===== config.mk =====
export PLATFORM = sky130hd
export DESIGN_NAME = mem_stage
export DESIGN_NICKNAME = d
export VERILOG_FILES = /design/src/rtl/mem_stage.sv
export SDC_FILE = /design/constraint.sdc
export NUM_CORES = 1
export LEC_CHECK = 0
export ABC_AREA = 1
export CAP_MARGIN = 5
export CORE_MARGIN = 3
export CORE_UTILIZATION = 45
export CTS_CLUSTER_DIAMETER = 150
export CTS_CLUSTER_SIZE = 24
export DETAILED_ROUTE_END_ITERATION = 16
export PLACE_DENSITY = 0.81
export SLEW_MARGIN = 0
export SYNTH_ARGS = -nofsm -noshare
export SYNTH_HDL_FRONTEND = slang
export SYNTH_SLANG_ARGS = --single-unit

===== constraint.sdc =====
create_clock -name clk -period 2.85 [get_ports clk]
set_input_delay 0.4275 -clock clk [delete_from_list [all_inputs] [get_ports clk]]
set_output_delay 0.4275 -clock clk [all_outputs]
set_load 0.005 [all_outputs]

===== src/rtl/mem_stage.sv =====
// Memory stage: passes ALU results to m_wb, or runs one data-memory access per
// load/store with byte-lane steering, load extension and alignment checks.
module mem_stage #(
    parameter int ADDR_W = 32,
    parameter int XLEN   = 32
) (
    input  logic              clk,
    input  logic              rst,
    input  logic              in_valid,
    output logic              in_ready,
    input  logic [4:0]        in_rd_addr,
    input  logic [XLEN-1:0]   in_result,
    input  logic [XLEN-1:0]   in_store_data,
    input  logic              in_load,
    input  logic              in_store,
    input  logic [2:0]        in_funct3,
    input  logic              in_writeback_en,
    output logic              dmem_req_valid,
    input  logic              dmem_req_ready,
    output logic [ADDR_W-1:0] dmem_req_addr,
    output logic              dmem_req_we,
    output logic [XLEN-1:0]   dmem_req_wdata,
    output logic [3:0]        dmem_req_be,
    input  logic              dmem_resp_valid,
    input  logic [XLEN-1:0]   dmem_resp_rdata,
    output logic              out_valid,
    output logic [4:0]        out_rd_addr,
    output logic [XLEN-1:0]   out_rd,
    output logic              out_writeback_en,
    output logic              misaligned,
    output logic [1:0]        dbg_state
);

    // Handshake: a transfer happens on a rising edge where valid and ready are
    // both high; a request's payload stays stable from valid until that edge.
    localparam logic [1:0] S_IDLE = 2'd0;
    localparam logic [1:0] S_REQ  = 2'd1;
    localparam logic [1:0] S_WAIT = 2'd2;

    logic [1:0]        r_state;
    logic [ADDR_W-1:0] r_addr;
    logic              r_we;
    logic [XLEN-1:0]   r_wdata;
    logic [3:0]        r_be;
    logic [2:0]        r_funct3;
    logic [1:0]        r_off;
    logic [4:0]        r_rd_addr;
    logic              r_wb_en;
    logic              r_resp_done;
    logic              r_out_valid;
    logic [4:0]        r_out_rd_addr;
    logic [XLEN-1:0]   r_out_rd;
    logic              r_out_wb;
    logic              r_misaligned;

    logic              w_accept;
    logic              w_is_mem;
    logic              w_is_store;
    logic [1:0]        w_off;
    logic              w_fault;
    logic [3:0]        w_be;
    logic [XLEN-1:0]   w_wdata;
    logic [7:0]        w_byte;
    logic [15:0]       w_half;
    logic [XLEN-1:0]   w_load_data;

    assign w_accept   = in_valid && (r_state == S_IDLE);
    assign w_is_mem   = in_load || in_store;
    assign w_is_store = in_store && !in_load;
    assign w_off      = in_result[1:0];

    always_comb begin
        w_fault = 1'b0;
        if (w_is_mem) begin
            case (in_funct3)
                3'b000, 3'b100: w_fault = 1'b0;
                3'b001, 3'b101: w_fault = w_off[0];
                3'b010:         w_fault = |w_off;
                default:        w_fault = 1'b1;
            endcase
        end
    end

    // Store data is replicated across lanes so memory only needs the enables.
    always_comb begin
        w_be    = 4'b1111;
        w_wdata = '0;
        if (w_is_store) begin
            case (in_funct3[1:0])
                2'b00: begin
                    w_be    = 4'b0001 << w_off;
                    w_wdata = {4{in_store_data[7:0]}};
                end
                2'b01: begin
                    w_be    = w_off[1] ? 4'b1100 : 4'b0011;
                    w_wdata = {2{in_store_data[15:0]}};
                end
                default: begin
                    w_be    = 4'b1111;
                    w_wdata = in_store_data;
                end
            endcase
        end
    end

    always_comb begin
        case (r_off)
            2'd0:    w_byte = dmem_resp_rdata[7:0];
            2'd1:    w_byte = dmem_resp_rdata[15:8];
            2'd2:    w_byte = dmem_resp_rdata[23:16];
            default: w_byte = dmem_resp_rdata[31:24];
        endcase
        w_half = r_off[1] ? dmem_resp_rdata[31:16] : dmem_resp_rdata[15:0];
        case (r_funct3)
            3'b000:  w_load_data = {{(XLEN-8){w_byte[7]}}, w_byte};
            3'b100:  w_load_data = {{(XLEN-8){1'b0}}, w_byte};
            3'b001:  w_load_data = {{(XLEN-16){w_half[15]}}, w_half};
            3'b101:  w_load_data = {{(XLEN-16){1'b0}}, w_half};
            default: w_load_data = dmem_resp_rdata;
        endcase
    end

    always_ff @(posedge clk or negedge rst) begin
        if (!rst) begin
            r_state       <= S_IDLE;
            r_addr        <= '0;
            r_we          <= 1'b0;
            r_wdata       <= '0;
            r_be          <= 4'b0000;
            r_funct3      <= 3'b000;
            r_off         <= 2'b00;
            r_rd_addr     <= 5'd0;
            r_wb_en       <= 1'b0;
            r_resp_done   <= 1'b0;
            r_out_valid   <= 1'b0;
            r_out_rd_addr <= 5'd0;
            r_out_rd      <= '0;
            r_out_wb      <= 1'b0;
            r_misaligned  <= 1'b0;
        end else begin
            r_out_valid  <= 1'b0;
            r_misaligned <= 1'b0;
            case (r_state)
                S_IDLE: begin
                    if (w_accept) begin
                        r_rd_addr <= in_rd_addr;
                        r_wb_en   <= in_writeback_en && (in_rd_addr != 5'd0);
                        if (!w_is_mem || w_fault) begin
                            r_out_valid   <= 1'b1;
                            r_misaligned  <= w_fault;
                            r_out_rd_addr <= in_rd_addr;
                            r_out_rd      <= in_result;
                            r_out_wb      <= in_writeback_en && (in_rd_addr != 5'd0) && !w_is_mem;
                        end else begin
                            r_state  <= S_REQ;
                            r_addr   <= {in_result[ADDR_W-1:2], 2'b00};
                            r_we     <= w_is_store;
                            r_wdata  <= w_wdata;
                            r_be     <= w_be;
                            r_funct3 <= in_funct3;
                            r_off    <= w_off;
                        end
                    end
                end
                S_REQ: begin
                    if (dmem_req_ready) begin
                        if (r_we) begin
                            r_state       <= S_IDLE;
                            r_out_valid   <= 1'b1;
                            r_out_rd_addr <= r_rd_addr;
                            r_out_wb      <= 1'b0;
                        end else begin
                            r_state <= S_WAIT;
                        end
                    end
                end
                S_WAIT: begin
                    // Stay one extra cycle so upstream remains stalled while the result drains.
                    if (r_resp_done) begin
                        r_state     <= S_IDLE;
                        r_resp_done <= 1'b0;
                    end else if (dmem_resp_valid) begin
                        r_resp_done   <= 1'b1;
                        r_out_valid   <= 1'b1;
                        r_out_rd_addr <= r_rd_addr;
                        r_out_rd      <= w_load_data;
                        r_out_wb      <= r_wb_en;
                    end
                end
                default: r_state <= S_IDLE;
            endcase
        end
    end

    assign in_ready         = (r_state == S_IDLE);
    assign dmem_req_valid   = (r_state == S_REQ);
    assign dmem_req_addr    = r_addr;
    assign dmem_req_we      = r_we;
    assign dmem_req_wdata   = r_wdata;
    assign dmem_req_be      = r_be;
    assign out_valid        = r_out_valid;
    assign out_rd_addr      = r_out_rd_addr;
    assign out_rd           = r_out_rd;
    assign out_writeback_en = r_out_wb;
    assign misaligned       = r_misaligned;
    assign dbg_state        = r_state;

endmodule


* After elaboration in Yosys (flattened, before gate mapping) *
Index checks and enable logic that the tools add are counted.

word-level totals
  word-level logic and storage cells = 106
  bits of input ports = 112
  register bits = 121
  output and inout port bits = 113

operators by class
  bitwise operators = 1
  reduce and logical (&&, ||, !) cells = 24
  shift operators = 1
  eq/ne operators = 20
  mux-type cells = 45

operators with widths
  operator                                                          count
  32-bit two-way mux                                                5
  32-bit one-hot mux with 2 select lines                            2
  32-bit one-hot mux with 4 select lines                            1
  5-bit two-way mux                                                 6
  8-bit one-hot mux with 3 select lines                             1
  1-bit two-way mux                                                 16
  16-bit two-way mux                                                1
  5-bit one-hot mux with 3 select lines                             1
  3-bit == test (second input constant)                             4
  2-bit two-way mux                                                 5
  1-bit one-hot mux with 3 select lines                             3
  4-bit two-way mux                                                 2
  2-bit by 1-bit != test with 1-bit output (second input constant)  4
  2-bit != test (second input constant)                             4
  4-bit one-hot mux with 2 select lines                             1
  7-bit AND reduction                                               1
  2-bit by 1-bit == test with 1-bit output (second input constant)  3
  3-bit by 1-bit == test with 1-bit output (second input constant)  2
  2-bit logical NOT                                                 3
  3-bit logical NOT                                                 2
  2-bit one-hot mux with 3 select lines                             1
  2-bit OR reduction                                                3
  5-bit AND reduction                                               1
  5-bit nonzero test                                                1
  other kinds (12)                                                  18

* Longest topological paths before layout *
Gate-level depths: netlist (run 1).

  word-level depth = 8
  depth in mapped cells = 11
  gate-level depth less buffers = 9

* Worst setup path after synthesis (run 1) *
OpenSTA, ideal clock, no wires.

  path kind = register to register
  from = register r_state[0] (netlist: dbg_state[0])
  to = register r_addr[24] (netlist: dmem_req_addr[24])
  setup slack = 1.097 ns
  arrival time = 1.623 ns
  clock period less this slack = 1.753 ns
  setup time = 0.130 ns
  path buffers = 2
  required time = 2.720 ns
  stages on the path, launching flop included = 10
  cells stage by stage = dfrtp_1 > inv_1 > ha_1 > nand2_1 > inv_2 > nand4_4 > buf_4 > buf_2 > nand2_1 > o21ai_0

between the ends
  cells in the longest elaborated chain, start to end = 3

ends and longest elaborated chain
  what                                    line  RTL
  from (decl)                             40    logic [1:0] r_state;
  from (signal assigned)                  125   r_state <= S_IDLE;
  from (signal assigned)                  155   r_state <= S_REQ;
  from (signal assigned)                  168   r_state <= S_IDLE;
  2-bit logical NOT *                     --
  named net in_ready                      10    output logic in_ready,
  1-bit logical AND                       67    assign w_accept = in_valid && (r_state == S_IDLE);
  3-bit AND reduction (no source line) *  --
  to (signal assigned)                    156   r_addr <= {in_result[ADDR_W-1:2], 2'b00};
  to (decl)                               41    logic [ADDR_W-1:0] r_addr;

Mark *: on every way through the listed nets, which the timed path passes. The rest lies on a longest branch.
A chain may end at the register's enable or synchronous reset.

* Worst setup path in the final report (run 1) *
  from = register r_state[1] (netlist: dbg_state[1])
  to = register r_wdata[15] (netlist: dmem_req_wdata[15])

between the ends
  cells in the longest elaborated chain, start to end = 3

ends and longest elaborated chain
  what                                    line     RTL
  2-bit logical NOT *                     67, 143
  1-bit logical AND                       67
  3-bit AND reduction (no source line) *  --
  to (signal assigned)                    158      r_wdata <= w_wdata;
  to (decl)                               43       logic [XLEN-1:0] r_wdata;

Every way passes the cells marked *; elsewhere a longest branch is shown, timed or not.

==> out/results.txt, run 1 <==
Status = finished clean
DR WL/cell = 15.93 um
Full die area = 14,880 um2
DP Worst Slack = 0.3944 ns
Initial drt markers = 651
IO Pins = 225
Initial antenna violation count = 0
Vias per std cell = 5.161
Vias in the first global route = 5,892
Total Routing Usage GR = 25.78%
Crit Reg-Reg Endpoint = dmem_req_wdata[15]
Reg area = 3028 um2
Library cells used by synthesis = 30
Setup TNS = 0 ns
Top cells by count, synth = nand2_1 (312), dfrtp_1 (121), nand3_1 (54)
N_diodes = 0
Root buffer cell = clkbuf_16
VDD IR max = 0.4937 mV
Worst R2R Setup Slack = 0.47 ns
Hold slack final = 0.1017 ns
Util after Layout = 69.73%
DRT Pass-1 Iters = 5
Total CTS buffers = 17
Total grt overflow = 0
Synthesized flop and latch total = 121
Nets@finish = 1,111
Post-synthesis cell count = 785
Max-cap violation count = 0
Row count = 41
Synth top area share = 50.02%
Worst rel slew slack = 45.73%
WL final = 18,770 um
CTS sink cnt = 121
Fillers = 1,028
PD cells = 1074 nW/um2
Leading area contributor after synthesis = dfrtp_1
Count leader, synth = nand2_1
Die height = 122.0 um
Cell Area, Synth = 6053 um2
Worst Skew = 0.009804 ns
Final worst path period share = 83.65%
Setup Buffers After CTS = 0
Fin. max-slew vios = 0
Layout area overhead = 48.33%
Worst R2R Path Depth = 9
Register area share after synthesis = 50.02%
Critical path data required time = 3.19 ns
First-pass GRT wire length = 29,930 um
Via Count = 6,080
Crit end category = flip-flop
Synth area leaders = dfrtp_1 (50%), nand2_1 (19%), nand3_1 (4.5%)
Fmax = 0.4195 GHz
WS Path Type = flip-flop to flip-flop
IO buf count = 222
Hold Crit Class = input port to async pin
Synth warnings = 0
Area occupied by multi-input gates = 2571 um2
Final WS setup = 0.4660 ns
Post-layout min period = 2.384 ns
Gpl congestion = 0.8975
HPWL after detailed placement = 13,420 um
RSZ-0062 raised after global routing = false
Post-synth EDFFs = 0
CTS tree = yes
Placed insts = 1,147
Worst reg2reg path startpoint = dbg_state[1]
Antenna-violating nets left = 0
Clk buf depth = 2
Chip width = 122.0 um
Synth Flop Type = dfrtp_1
Crit-path max FO = 24
Clk pin slew, worst setup/hold paths = 0.05 ns
Final setup viols = 0
Initial Util = 47.01%
Cts hold-fix bufs = 0
Finished Layout Cells = 1,178
Share of flip-flops with an asynchronous set or reset = 100.0%
Crit path arrival time = 2.72 ns
DRC Markers = 0
Pleak = 4.286 nW
H-tree depth = 4
Layout cells sized above 1 = 5.765%
Worst-Skew Late Latency = 0.42 ns
Largest net degree at the start of global routing = 87
Final Hold Vio Count = 0
Actual slew at the worst max-slew pin = 0.8141 ns
Avg Synthesized Cell Area = 7.711 um2
CTS resizes = 0
Core ar. = 12,880 um2
Crit start category = flip-flop
==> critical path, stage by stage (launching register included) <==
cell	delay, ns
dfrtp_1	0.42
inv_1	0.14
ha_1	0.36
nand2_1	0.30
inv_2	0.19
nand4_4	0.14
inv_2	0.08
nand2_1	0.25
buf_12	0.27
o21ai_0	0.15
==> registers in the layout (all words and copies together), names as in the netlist <==
name and count:
out_valid 1, out_rd_addr 5, misaligned 1, out_writeback_en 1, r_rd_addr 5, dmem_req_wdata 32, r_wb_en 1, r_resp_done 1
r_funct3 3, dbg_state 2, r_off 2, out_rd 32, dmem_req_we 1, dmem_req_be 4, dmem_req_addr 30
==> through the flow <==
step                area, um2  power (mW)
floorplan                6057       5.319
CTS                      8979       9.701
finish                   8979       9.640
detailed placement       8387       7.486
global placement         8387       7.395
global route             8979       10.38
==> metal layers <==
layer  vias up  global-route usage (%)  wire length, um
met3        23                   7.242             1580
met5         -                       0                0
li1       2964                       -                -
met2       300                   41.44             8877
met1      2793                   33.94             8013
met4         0                   8.123              294
==> power breakdown <==
| part | internal (mW) | total (mW) | switching, mW |
|---|---|---|---|
| registers | 2.53 | 3.05 | 0.518 |
| logic | 2.23 | 4.46 | 2.23 |
| clock network | 1.39 | 2.13 | 0.739 |
==> cell type report <==
cell class	instances	area share [%]
clock buffer	24	5.588
clock inverter	7	1.003
inverter	56	2.369
multi-input combinational	564	28.64
sequential	121	33.72
tap	172	2.397
timing repair buffer	234	26.28
==> worst max path at each step <==
stage	start	to	cells past startpoint
3_5_place_dp	in_result[0]	out_rd[27]	10
3_3_place_gp	in_result[0]	out_rd[1]	10
6_report	dbg_state[1]	dmem_req_wdata[15]	9
5_1_grt	dbg_state[0]	dmem_req_wdata[15]	9
4_1_cts	dbg_state[1]	dmem_req_wdata[31]	9
2_1_floorplan	dbg_state[0]	dmem_req_addr[24]	9
==> kinds of logic (layout without fill, tap and decap cells) <==
| group | count (synthesis) | count (layout) | synth area share, % |
|---|---|---|---|
| DFF | 121 | 121 | 50.02 |
| AOI/OAI and AO/OA | 153 | 153 | 13.66 |
| and+or+nand+nor | 403 | 403 | 27.49 |
| other | 1 | 2 | 0.06195 |
| buffers and inverters | 101 | 321 | 7.565 |
| adders and majority gates | 5 | 5 | 1.033 |
| muxes | 1 | 1 | 0.1654 |
==> placed cells by master (no fill, tap or decap), drive strengths merged <==
cell type / synthesis / routed
conb: 1 / 2
o221ai: 7 / 7
ha: 5 / 5
nor2: 29 / 29
a31oi: 1 / 1
a2bb2oi: 4 / 4
mux2i: 1 / 1
bufinv: 0 / 2
clkdlybuf4s50: 0 / 221
nor4: 1 / 1
nand3: 54 / 54
nand2: 315 / 315
a21oi: 48 / 48
o21a: 1 / 1
dfrtp: 121 / 121
o22a: 1 / 1
o21ai: 86 / 86
inv: 56 / 55
o211ai: 5 / 5
buf: 27 / 13
clkbuf: 18 / 24
clkinv: 0 / 4
nor3: 1 / 1
nand4: 3 / 3
clkinvlp: 0 / 2
(Power assumes the default switching activity.)
==> run 2, diff against run 1 <==
==> constraint.sdc (replaced) <==
create_clock -name clk -period 2.45 [get_ports clk]
set_input_delay 0.3675 -clock clk [delete_from_list [all_inputs] [get_ports clk]]
set_output_delay 0.3675 -clock clk [all_outputs]
set_load 0.005 [all_outputs]
==> run 2 against run 1 <==
Compared with the run above:
- power up 15%
- hold slack better by 0.37 ns
- clock power up 8%
- sequential cell count unchanged
- first-iteration DRC count down 7.5%
- critical path type is now flip-flop to primary output
- largest power group unchanged
- highest routed layer unchanged
==> out/results.txt, run 2 (synthesized netlist as in run 1, its figures left out) <==
Final setup viols = 0 (unchanged)
IO Pins = 225 (unchanged)
WL final = 18,650 um (-0.61%)
Pleak = 4.276 nW (-0.22%)
Largest net degree at the start of global routing = 87 (unchanged)
Dpl cell area = 8397 um2 (+0.12%)
Initial antenna violation count = 0 (unchanged)
Full die area = 14,880 um2 (unchanged)
Crit end category = primary output
CTS tree = yes
Hold Crit Class = flip-flop to flip-flop
Critical path data required time = 2.08 ns (-1.11 ns)
Worst-Skew Late Latency = 0.41 ns (about the same)
Row count = 41 (unchanged)
N_diodes = 0 (unchanged)
Fmax = 0.4510 GHz
Nets@finish = 1,115 (+0.36%)
Layout area overhead = 47.79%
DR WL/cell = 15.81 um (-0.78%)
Setup TNS = 0 ns (unchanged)
Fin area = 8946 um2 (-0.36%)
Crit path arrival time = 1.85 ns (-0.87 ns)
Commonest non-fill, non-tap cell in the layout = nand2_1
Final worst path period share = 90.51%
Die height = 122.0 um (unchanged)
Gpl congestion = 0.8675 (-3.3%)
First-pass GRT wire length = 29,840 um (-0.28%)
Initial Util = 47.01% (unchanged)
Total CTS buffers = 17 (unchanged)
RSZ-0062 raised after global routing = false
Fin. max-slew vios = 0 (unchanged)
Worst reg2reg path startpoint = dbg_state[0]
VDD IR max = 0.5528 mV (+12%)
PD cells = 1236 nW/um2 (+15%)
Worst rel slew slack = 59.25% (+14 points)
Crit start category = flip-flop
DRC Markers = 0 (unchanged)
WS Path Type = flip-flop to primary output
Final Hold Vio Count = 0 (unchanged)
Chip width = 122.0 um (unchanged)
Setup Buffers After CTS = 0 (unchanged)
Max-cap violation count = 0 (unchanged)
Crit path from = dbg_state[0]
Clk pin slew, worst setup/hold paths = 0.05 ns (about the same)
Status = finished clean
Via Count = 6,079 (-0.016%)
Antenna-violating nets left = 0 (unchanged)
Root buffer cell = clkbuf_16
Clk buf depth = 2 (unchanged)
Layout cells sized above 1 = 5.556% (-0.21 points)
Fillers = 1,042 (+1.4%)
IO buf count = 222 (unchanged)
Initial drt markers = 602 (-7.5%)
Worst Skew = 0.006033 ns (-0.003772 ns)
CTS sink cnt = 121 (unchanged)
Most frequent cells in the layout = nand2_1 (312), clkdlybuf4s50_1 (221), dfrtp_1 (121)
Actual slew at the worst max-slew pin = 0.6098 ns (-0.2043 ns)
Core ar. = 12,880 um2 (unchanged)
Post-layout min period = 2.217 ns
Total grt overflow = 0 (unchanged)
Vias per std cell = 5.152 (-0.19%)
HPWL after detailed placement = 13,350 um (-0.52%)
H-tree depth = 4 (unchanged)
Crit-path max FO = 5 (-79%)
Hold_sp = out_rd_addr[4]
Vias in the first global route = 5,888 (-0.068%)
DRT Pass-1 Iters = 5 (unchanged)
Total Routing Usage GR = 25.54% (-0.24 points)
## run 2: cell type report
type	count	area [um2]	area share, %
clock inverters	3	40.04	0.4476
clock buffers	26	499.2	5.580
multi-input cells	564	2571	28.74
repair buffers	238	2380	26.60
flip-flops and latches	121	3028	33.85
well taps	172	215.2	2.406
inverters	56	212.7	2.378
## run 2: layer usage
layer	wire length (um)	GRT usage, %	vias to the layer above
li1	-	-	2961
met4	363	8.964	0
met1	7911	33.96	2806
met5	0	0	-
met2	8778	39.99	281
met3	1596	7.474	31
## run 2: critical path, stage by stage (launching register included)
cell and delay, ns:
dfrtp_1 0.42, inv_1 0.15, ha_1 0.20, buf_4 0.16
clkdlybuf4s50_1 0.51
## run 2: what timing repair did
item,CTS,global route
hold buffers,1,0
gates resized for setup,0,0
endpoints found under the setup margin,0,0
hold endpoints to repair,41,0
## run 2: power breakdown
| group | internal (mW) | total (mW) | switching, mW | leakage, nW |
|---|---|---|---|---|
| clock network | 1.48 | 2.29 | 0.810 | 0.266 |
| registers | 2.95 | 3.55 | 0.607 | 1.53 |
| logic | 2.63 | 5.22 | 2.59 | 2.48 |
## run 2: final timing paths
path | slack (ns) | depth (start not counted) | end
setup / recovery | 0.23 | 4 | in_ready
hold / removal | 0.47 | 2 | out_rd_addr[4]
setup reg to reg | 0.39 | 8 | dmem_req_be[3]
hold reg to reg | 0.47 | 2 | out_rd_addr[4]
max in group asynchronous | 1.27 | 3 | out_rd[5]
min in group asynchronous | 0.50 | 2 | out_rd[12]
## run 2: through the flow
step                      utilization, %  std cells  hold slack (ns)  total power [mW]  worst slack, ns
after global routing               69.48       1180           0.4935             11.91           0.1050
final                              69.48       1180           0.4668             11.06           0.2325
after global placement             65.21       1150           0.4059             8.658           0.3028
after detailed placement           65.21       1150           0.4070             8.757           0.2927
after floorplan                        -        786          0.07191             6.188           0.6971
after CTS                          69.48       1180           0.4733             11.11           0.2306
